## config.mk

```make
export PLATFORM = sky130hd
export DESIGN_NAME = hyperbus_arbiter
export DESIGN_NICKNAME = d
export VERILOG_FILES = /design/src/rtl/hyperbus_arbiter.sv
export SDC_FILE = /design/constraint.sdc
export NUM_CORES = 1
export LEC_CHECK = 0
export ABC_AREA = 1
export BUFFER_PORTS_ARGS = -buffer_cell sky130_fd_sc_hd__buf_2
export CAP_MARGIN = 5
export CORE_AREA = 2 2 111 113
export CTS_BUF_LIST = sky130_fd_sc_hd__clkbuf_2 sky130_fd_sc_hd__clkbuf_4 sky130_fd_sc_hd__clkbuf_8
export DETAILED_ROUTE_END_ITERATION = 7
export DIE_AREA = 0 0 113 115
export GPL_ROUTABILITY_DRIVEN = 0
export PLACE_DENSITY_LB_ADDON = 0.25
export SLEW_MARGIN = 20
export SYNTH_ARGS = -nofsm -noshare
export SYNTH_HDL_FRONTEND = slang
export SYNTH_SLANG_ARGS = --single-unit
```

## constraint.sdc

```tcl
create_clock -name clk -period 1.8 [get_ports clk]
set_input_delay 0.18 -clock clk [delete_from_list [all_inputs] [get_ports clk]]
set_output_delay 0.18 -clock clk [all_outputs]
set_load 0.03 [all_outputs]
```

## src/rtl/hyperbus_arbiter.sv

```systemverilog
// Two-port round-robin arbiter and one-shot transaction sequencer for the hyperbus controller.
// Detects controller errors and missing busy responses, then fences the bus until reset.
module hyperbus_arbiter #(
  parameter int unsigned WIDTH         = 8,
  parameter int unsigned ISSUE_TIMEOUT = 4
) (
  input  logic                 clk,
  input  logic                 rstn,
  input  logic                 m0_req,
  input  logic                 m0_we,
  input  logic                 m0_reg,
  input  logic [31:0]          m0_adr,
  input  logic [2*WIDTH-1:0]   m0_dat,
  input  logic                 m1_req,
  input  logic                 m1_we,
  input  logic                 m1_reg,
  input  logic [31:0]          m1_adr,
  input  logic [2*WIDTH-1:0]   m1_dat,
  output logic                 m0_ack,
  output logic                 m0_err,
  output logic                 m0_rvalid,
  output logic                 m1_ack,
  output logic                 m1_err,
  output logic                 m1_rvalid,
  output logic [2*WIDTH-1:0]   rdat,
  output logic [31:0]          hb_adr,
  output logic [2*WIDTH-1:0]   hb_dat,
  output logic                 hb_reg,
  output logic                 hb_rrq,
  output logic                 hb_wrq,
  input  logic                 hb_busy,
  input  logic                 hb_dvalid,
  input  logic                 hb_error,
  input  logic [2*WIDTH-1:0]   hb_rdat,
  output logic                 fault
);

  localparam int unsigned DW = 2 * WIDTH;
  localparam int unsigned AW = 32;
  localparam int unsigned CW = (ISSUE_TIMEOUT > 1) ? $clog2(ISSUE_TIMEOUT) : 1;

  typedef enum logic [2:0] {S_IDLE, S_ISSUE, S_ACTIVE, S_DONE, S_FAULT} state_t;

  state_t          r_state, w_state_nxt;
  logic            r_last, w_last_nxt;
  logic            r_owner, w_owner_nxt;
  logic            r_we, w_we_nxt;
  logic            r_reg, w_reg_nxt;
  logic [AW-1:0]   r_adr, w_adr_nxt;
  logic [DW-1:0]   r_dat, w_dat_nxt;
  logic [CW-1:0]   r_cnt, w_cnt_nxt;
  logic [1:0]      r_ack, w_ack_nxt;
  logic [1:0]      r_err, w_err_nxt;
  logic [1:0]      r_rvalid, w_rvalid_nxt;
  logic [DW-1:0]   r_rdat, w_rdat_nxt;
  logic            r_fault, w_fault_nxt;
  logic            w_to_fault;
  logic [1:0]      w_req;
  logic            w_gnt1;
  logic            w_rq_live;

  assign w_req  = {m1_req, m0_req};
  // Port 1 wins only when alone or when port 0 was served last.
  assign w_gnt1 = m1_req & (~m0_req | ~r_last);

  // State and all registered outputs/command fields.
  always_ff @(posedge clk or negedge rstn) begin
    if (!rstn) begin
      r_state  <= S_IDLE;
      r_last   <= 1'b1;
      r_owner  <= 1'b0;
      r_we     <= 1'b0;
      r_reg    <= 1'b0;
      r_adr    <= '0;
      r_dat    <= '0;
      r_cnt    <= '0;
      r_ack    <= '0;
      r_err    <= '0;
      r_rvalid <= '0;
      r_rdat   <= '0;
      r_fault  <= 1'b0;
    end else begin
      r_state  <= w_state_nxt;
      r_last   <= w_last_nxt;
      r_owner  <= w_owner_nxt;
      r_we     <= w_we_nxt;
      r_reg    <= w_reg_nxt;
      r_adr    <= w_adr_nxt;
      r_dat    <= w_dat_nxt;
      r_cnt    <= w_cnt_nxt;
      r_ack    <= w_ack_nxt;
      r_err    <= w_err_nxt;
      r_rvalid <= w_rvalid_nxt;
      r_rdat   <= w_rdat_nxt;
      r_fault  <= w_fault_nxt;
    end
  end

  // Next-state and next-output logic.
  always_comb begin
    w_state_nxt  = r_state;
    w_last_nxt   = r_last;
    w_owner_nxt  = r_owner;
    w_we_nxt     = r_we;
    w_reg_nxt    = r_reg;
    w_adr_nxt    = r_adr;
    w_dat_nxt    = r_dat;
    w_cnt_nxt    = r_cnt;
    w_ack_nxt    = '0;
    w_err_nxt    = '0;
    w_rvalid_nxt = '0;
    w_rdat_nxt   = r_rdat;
    w_fault_nxt  = r_fault;
    w_to_fault   = 1'b0;
    case (r_state)
      S_IDLE: begin
        if (w_req != 2'b00) begin
          w_owner_nxt = w_gnt1;
          w_we_nxt    = w_gnt1 ? m1_we  : m0_we;
          w_reg_nxt   = w_gnt1 ? m1_reg : m0_reg;
          w_adr_nxt   = w_gnt1 ? m1_adr : m0_adr;
          w_dat_nxt   = w_gnt1 ? m1_dat : m0_dat;
          w_cnt_nxt   = CW'(ISSUE_TIMEOUT - 1);
          w_state_nxt = S_ISSUE;
        end
      end
      S_ISSUE: begin
        if (hb_error) begin
          w_to_fault = 1'b1;
        end else if (hb_busy) begin
          w_state_nxt = S_ACTIVE;
        end else if (r_cnt == '0) begin
          w_to_fault = 1'b1;
        end else begin
          w_cnt_nxt = r_cnt - CW'(1);
        end
      end
      S_ACTIVE: begin
        if (hb_error) begin
          w_to_fault = 1'b1;
        end else begin
          if (hb_dvalid && !r_we) begin
            w_rdat_nxt            = hb_rdat;
            w_rvalid_nxt[r_owner] = 1'b1;
          end
          if (!hb_busy) begin
            w_ack_nxt[r_owner] = 1'b1;
            w_state_nxt        = S_DONE;
          end
        end
      end
      S_DONE: begin
        w_last_nxt  = r_owner;
        w_state_nxt = S_IDLE;
      end
      S_FAULT: begin
        // Fenced: answer every held request with an error every other cycle.
        w_ack_nxt = w_req & ~r_ack;
        w_err_nxt = w_req & ~r_ack;
      end
      default: w_state_nxt = S_IDLE;
    endcase
    if (w_to_fault) begin
      w_state_nxt        = S_FAULT;
      w_fault_nxt        = 1'b1;
      w_ack_nxt[r_owner] = 1'b1;
      w_err_nxt[r_owner] = 1'b1;
    end
  end

  // Request stays up in ACTIVE only while busy, so the controller cannot re-issue.
  assign w_rq_live = (r_state == S_ISSUE) | ((r_state == S_ACTIVE) & hb_busy);
  assign hb_rrq    = w_rq_live & ~r_we;
  assign hb_wrq    = w_rq_live & r_we;

  assign hb_adr    = r_adr;
  assign hb_dat    = r_dat;
  assign hb_reg    = r_reg;
  assign m0_ack    = r_ack[0];
  assign m1_ack    = r_ack[1];
  assign m0_err    = r_err[0];
  assign m1_err    = r_err[1];
  assign m0_rvalid = r_rvalid[0];
  assign m1_rvalid = r_rvalid[1];
  assign rdat      = r_rdat;
  assign fault     = r_fault;

endmodule
```

## Yosys cells after proc, flatten, opt, wreduce, memory -nomap -nowiden

Index checks and enable logic that the tools add are counted.

| word-level totals | value |
|---|---|
| flip-flop bits (word level) | 80 |
| bits of input ports | 123 |
| output and inout bits | 74 |
| word-level logic and storage cells | 87 |

| cells by class | value |
|---|---|
| add/sub/neg operators | 1 |
| order comparisons | 2 |
| eq/ne operators | 14 |
| multiplexer cells | 32 |
| bitwise gates (word level) | 14 |
| reduce and logical (&&, ||, !) cells | 11 |

Operator list:

| cell | number |
|---|---|
| 2-to-1 mux 32 bit | 1 |
| 2-to-1 mux 2 bit | 12 |
| 2-to-1 mux 3 bit | 6 |
| 2-to-1 mux 16 bit | 1 |
| != test 3 bit, second input constant | 5 |
| case mux 3 bit (4 select lines) | 1 |
| != test 2 bit, second input constant | 5 |
| case mux 2 bit (2 select lines) | 2 |
| 2-to-1 mux 1 bit | 7 |
| == test 3 x 2 -> 1 bit, second input constant | 2 |
| AND reduction 6 bit | 1 |
| AND reduction 5 bit | 1 |
| bitwise AND 1 bit | 4 |
| NOT 1 bit | 4 |
| bitwise OR 2 bit | 2 |
| nonzero test 2 bit | 2 |
| == test 3 x 1 -> 1 bit, second input constant | 1 |
| == test 3 bit, second input constant | 1 |
| zero test 3 bit | 1 |
| AND reduction 3 bit | 1 |
| bitwise AND 2 bit | 1 |
| logical AND 1 bit | 2 |
| zero test 2 bit | 1 |
| < comparator 1 x 2 -> 1 bit, second input constant | 1 |
| other kinds (8) | 9 |

## Logic depth before layout (Yosys ltp)

| depth | value |
|---|---|
| depth in word-level cells | 9 |
| depth in mapped cells | 8 |
| depth with buffers taken out | 8 |

## Worst setup path after synthesis

Ideal clock, no wire load.

| timing path | value |
|---|---|
| kind | register -> output |
| start | register r_state[1] |
| end | output port hb_rrq |
| arrival time | 1.252 ns |
| data required time | 1.620 ns |
| path slack | 0.368 ns |
| cell stages (with the launch flop) | 4 |
| path buffers | 0 |
| cells stage by stage | dfrtp_1 -> inv_1 -> nand3_1 -> a21oi_1 |

| between the ends | value |
|---|---|
| longest elaborated chain between the ends | 4 |
| elaborated cells between the ends (all ways) | 5 |
| those cells by class | eq/ne: 2; bitwise: 3 |

RTL lines:

| item | line | source |
|---|---|---|
| from (decl) | 44 | `state_t r_state, w_state_nxt;` |
| from (signal assigned) | 83 | `r_state <= w_state_nxt;` |
| == test 3 x 2 -> 1 bit | 172 | `assign w_rq_live = (r_state == S_ISSUE) \| ((r_state == S_ACTIVE) & hb_busy);` |
| bitwise AND 1 bit | 172 |  |
| bitwise OR 1 bit * | 172 |  |
| bitwise AND 1 bit * | 173 | `assign hb_rrq = w_rq_live & ~r_we;` |
| to (decl) | 29 | `output logic hb_rrq,` |

Mark *: on every way between the ends. The rest lies on a longest branch, timed or not.

## Worst setup path in the final report

Same ends and word-level chain as after synthesis.

==> flow_metrics.env <==
export IMPL_r2r_slack_ps=240
export IMPL_crit_buf_inv=2
export IMPL_cp_data_arrival_time_ps=1490
export IMPL_busiest_layer="met2"
export IMPL_hp_class="in2reg"
export IMPL_synth_nets=547
export IMPL_cp_depth=4
export IMPL_startpoint_type="flip-flop"
export IMPL_slowest_stage="dfrtp_2"
export IMPL_max_stage_delay_ps=460
export IMPL_p_leak_nw=2.63
export IMPL_finalPower_mw=3.84
export IMPL_vias=3499
export IMPL_synth_seq_area_share_pct=56.4
export IMPL_synth_cell_area_um2=3550
export IMPL_clock_sinks=80
export IMPL_setup_worst_path_class="reg2out"
export IMPL_area_delta_synth_final_pct=38.0
export IMPL_fp_dieW_um=113
export IMPL_synth_xor_area_share_pct=0
export IMPL_io_pins=197
export IMPL_cts_root_buf="clkbuf_8"
export IMPL_r2r_start="r_state[2]"
export IMPL_worst_clock_skew_ps=7.15
export IMPL_antenna_left=0
export IMPL_p_per_area_nw_per_um2=783
export IMPL_clock_latency_ps=350
export IMPL_drv_slew=0
export IMPL_drc_errors=10
export IMPL_ys_flop_type="dfrtp_1"
export IMPL_max_freq_mhz=599
export IMPL_crit_end="hb_rrq"
export IMPL_outcome="finished with violations"
export IMPL_synth_cells=423
export IMPL_start_util_pct=30.1
export IMPL_reg2reg_to="rdat[9]"
export IMPL_nFillCells=1205
export IMPL_cts_path_max_buffers=2
export IMPL_finalHoldViolCount=0
export IMPL_avgSynthCellArea_um2=8.40
export IMPL_clk_pin_slew_ps=80
export IMPL_crit_path_end_kind="output port"
export IMPL_synth_compound_area_share_pct=18.5
export IMPL_ir_drop_uv=330
export IMPL_synth_seq_cells=80
export IMPL_synth_async_reset_ratio_pct=100
export IMPL_use_met2_pct=26.3
export IMPL_h_tree_depth=3
export IMPL_worst_pin_slew_ps=428
export IMPL_finalSetupViolCount=0
export IMPL_wirelength_mm=10.3
export IMPL_grt_overflow=0
export IMPL_synth_top_family_by_area="compound AO/OA/AOI/OAI gates"
export IMPL_crit_path_cell_trace="inv_2 > nand3_2 > a21oi_1 > buf_2"
export IMPL_ff2ff_path_depth=5
export IMPL_fin_crit_ps=1670
export IMPL_core_um2=11800
export IMPL_slew_headroom_pct=71.4
export IMPL_synth_area_mux_share_pct=0
export IMPL_routedWlPerCell_um=13.5
export IMPL_final_util_pct=41.5
export IMPL_synth_edf_count=0
export IMPL_synthAdderAreaFrac_pct=0.352
export IMPL_post_cts_setup_buffer_count=0
export IMPL_setup_tns_ps=0
export IMPL_synthSimpleGateAreaFrac_pct=18.1
export IMPL_critPathRequiredTime_ps=1620
export IMPL_antennaDiodeCount=0
export IMPL_cts_tree="done"
export IMPL_dieArea_um2=13000
export IMPL_port_buffers=196
export IMPL_antenna_found_initial=0
export IMPL_grtUsageTotal_pct=15.9
export IMPL_die_h_um=115
export IMPL_yosysWarnings=0
export IMPL_cts_buffers=9
export IMPL_post_dp_hpwl_mm=7.53
export IMPL_drtPass1Iterations=7
export IMPL_rsz0062_at_grt="false"
export IMPL_fin_crit_sh_pct=92.7
export IMPL_drive_gt1_share_pct=37.7
export IMPL_synth_cell_types=25
export IMPL_worst_path_max_fanout=7
export IMPL_hold_slack_ps=70.1
export IMPL_grt_util_met1_pct=20.8
export IMPL_grt_max_degree=49
export IMPL_post_dp_cell_area_um2=4710
export IMPL_nets=739
export IMPL_cp_startpoint="r_state[1]"
export IMPL_grt_first_pass_wirelength_mm=16.5
export IMPL_crit_family="flip-flops"
export IMPL_use_met3_pct=2.32
export IMPL_maxCapViolCount=0
export IMPL_violations="DRC"
export IMPL_largest_reg_flops=32
export IMPL_final_cell_area_um2=4900
export IMPL_rows=40
export IMPL_grt_pass1_vias=3254
export IMPL_viasPerCell=4.56
export IMPL_drt_initial_drc_count=193
[routing by layer]
| metal | vias up | routed length (µm) |
|---|---|---|
| met4 | 0 | 185 |
| met1 | 1629 | 4500 |
| met5 | - | 0 |
| met2 | 101 | 5110 |
| li1 | 1757 | - |
| met3 | 12 | 552 |
[worst reg2reg max path: stages (launching register included)]
cell     delay (ps)
dfrtp_1         430
nor2_4          190
nand2_1         130
inv_2           110
nand4_4         320
o21ai_0         300
[area by class of cell]
class / instances / area, µm² / area share [%]
Clock inverter: 4 / 20.0 / 0.408
Multi-Input combinational cell: 286 / 1330 / 27.1
Inverter: 34 / 128 / 2.60
Sequential cell: 80 / 2000 / 40.9
Clock buffer: 12 / 153 / 3.11
Tap cell: 147 / 184 / 3.75
Timing Repair Buffer: 204 / 1090 / 22.1
[cell usage after synthesis (2+ instances only)]
master,number,area [µm²]
nor2_1,57,214
a21oi_1,5,25.0
nand3_1,8,40.0
nand2_1,82,308
buf_2,8,40.0
buf_6,2,22.5
inv_2,3,11.3
dfrtp_1,79,1980
o21ai_0,80,400
o21ai_1,40,200
clkbuf_1,13,48.8
nor2_4,2,22.5
inv_1,31,116
nand4_1,2,12.5
[cell usage in the layout, fill, tap and decap left out]
cell type      instances
a21oi_1                5
a21oi_4                1
a31oi_1                1
buf_12                 3
buf_2                194
buf_4                  5
clkbuf_4               3
clkbuf_8              10
clkinv_2               4
dfrtp_1               78
dfrtp_2                1
dfstp_2                1
dlygate4sd3_1          1
ha_1                   1
inv_1                 30
inv_2                  4
nand2_1               82
nand2_2                1
nand3_1                6
nand3_2                2
nand4_1                2
nand4_4                1
nor2_1                57
nor2_4                 2
nor3_1                 1
nor3b_1                1
o21ai_0               80
o21ai_1               40
o21ai_2                1
o22ai_1                1
or2_2                  1
[stage by stage]
step / instances / worst slack (ps)
after global placement: 750 / 296
after floorplan: 423 / 368
after detailed placement: 750 / 252
after CTS: 767 / 32.4
after global routing: 767 / 29.4
final: 767 / 131
[how the worst min path moves through the flow]
stage / startpoint / to / slack, ps / cells after the start
finish: hb_rdat[10] / rdat[10] / 70 / 3
global route: hb_rdat[4] / rdat[4] / 60 / 3
detailed placement: rstn / hb_dat[2] / 150 / 1
global placement: rstn / hb_dat[2] / 150 / 1
floorplan: rstn / fault / -120 / 0
CTS: hb_rdat[12] / rdat[12] / 40 / 3
[logic make-up (layout without fill, tap and decap cells)]
logic type | Yosys count | in the layout
DFF | 80 | 80
adders and majority gates | 1 | 1
AOI/OAI and AO/OA | 129 | 129
and+or+nand+nor | 156 | 156
buffers and inverters | 57 | 254
[power breakdown]
group / internal [mW] / total [mW] / switching (mW) / leakage (nW)
clock: 0.561 / 1.20 / 0.640 / 0.0967
combinational: 0.241 / 0.681 / 0.441 / 1.54
sequential: 1.90 / 1.96 / 0.0554 / 1.00
total: 2.70 / 3.84 / 1.14 / 2.63
[repair_timing]
item,4_1_cts,5_1_grt
resized for setup,1,4
hold endpoints to repair,28,0
hold buffers,1,0
endpoints found under the setup margin,2,2
Note: power is estimated with default switching activity, not from simulation.
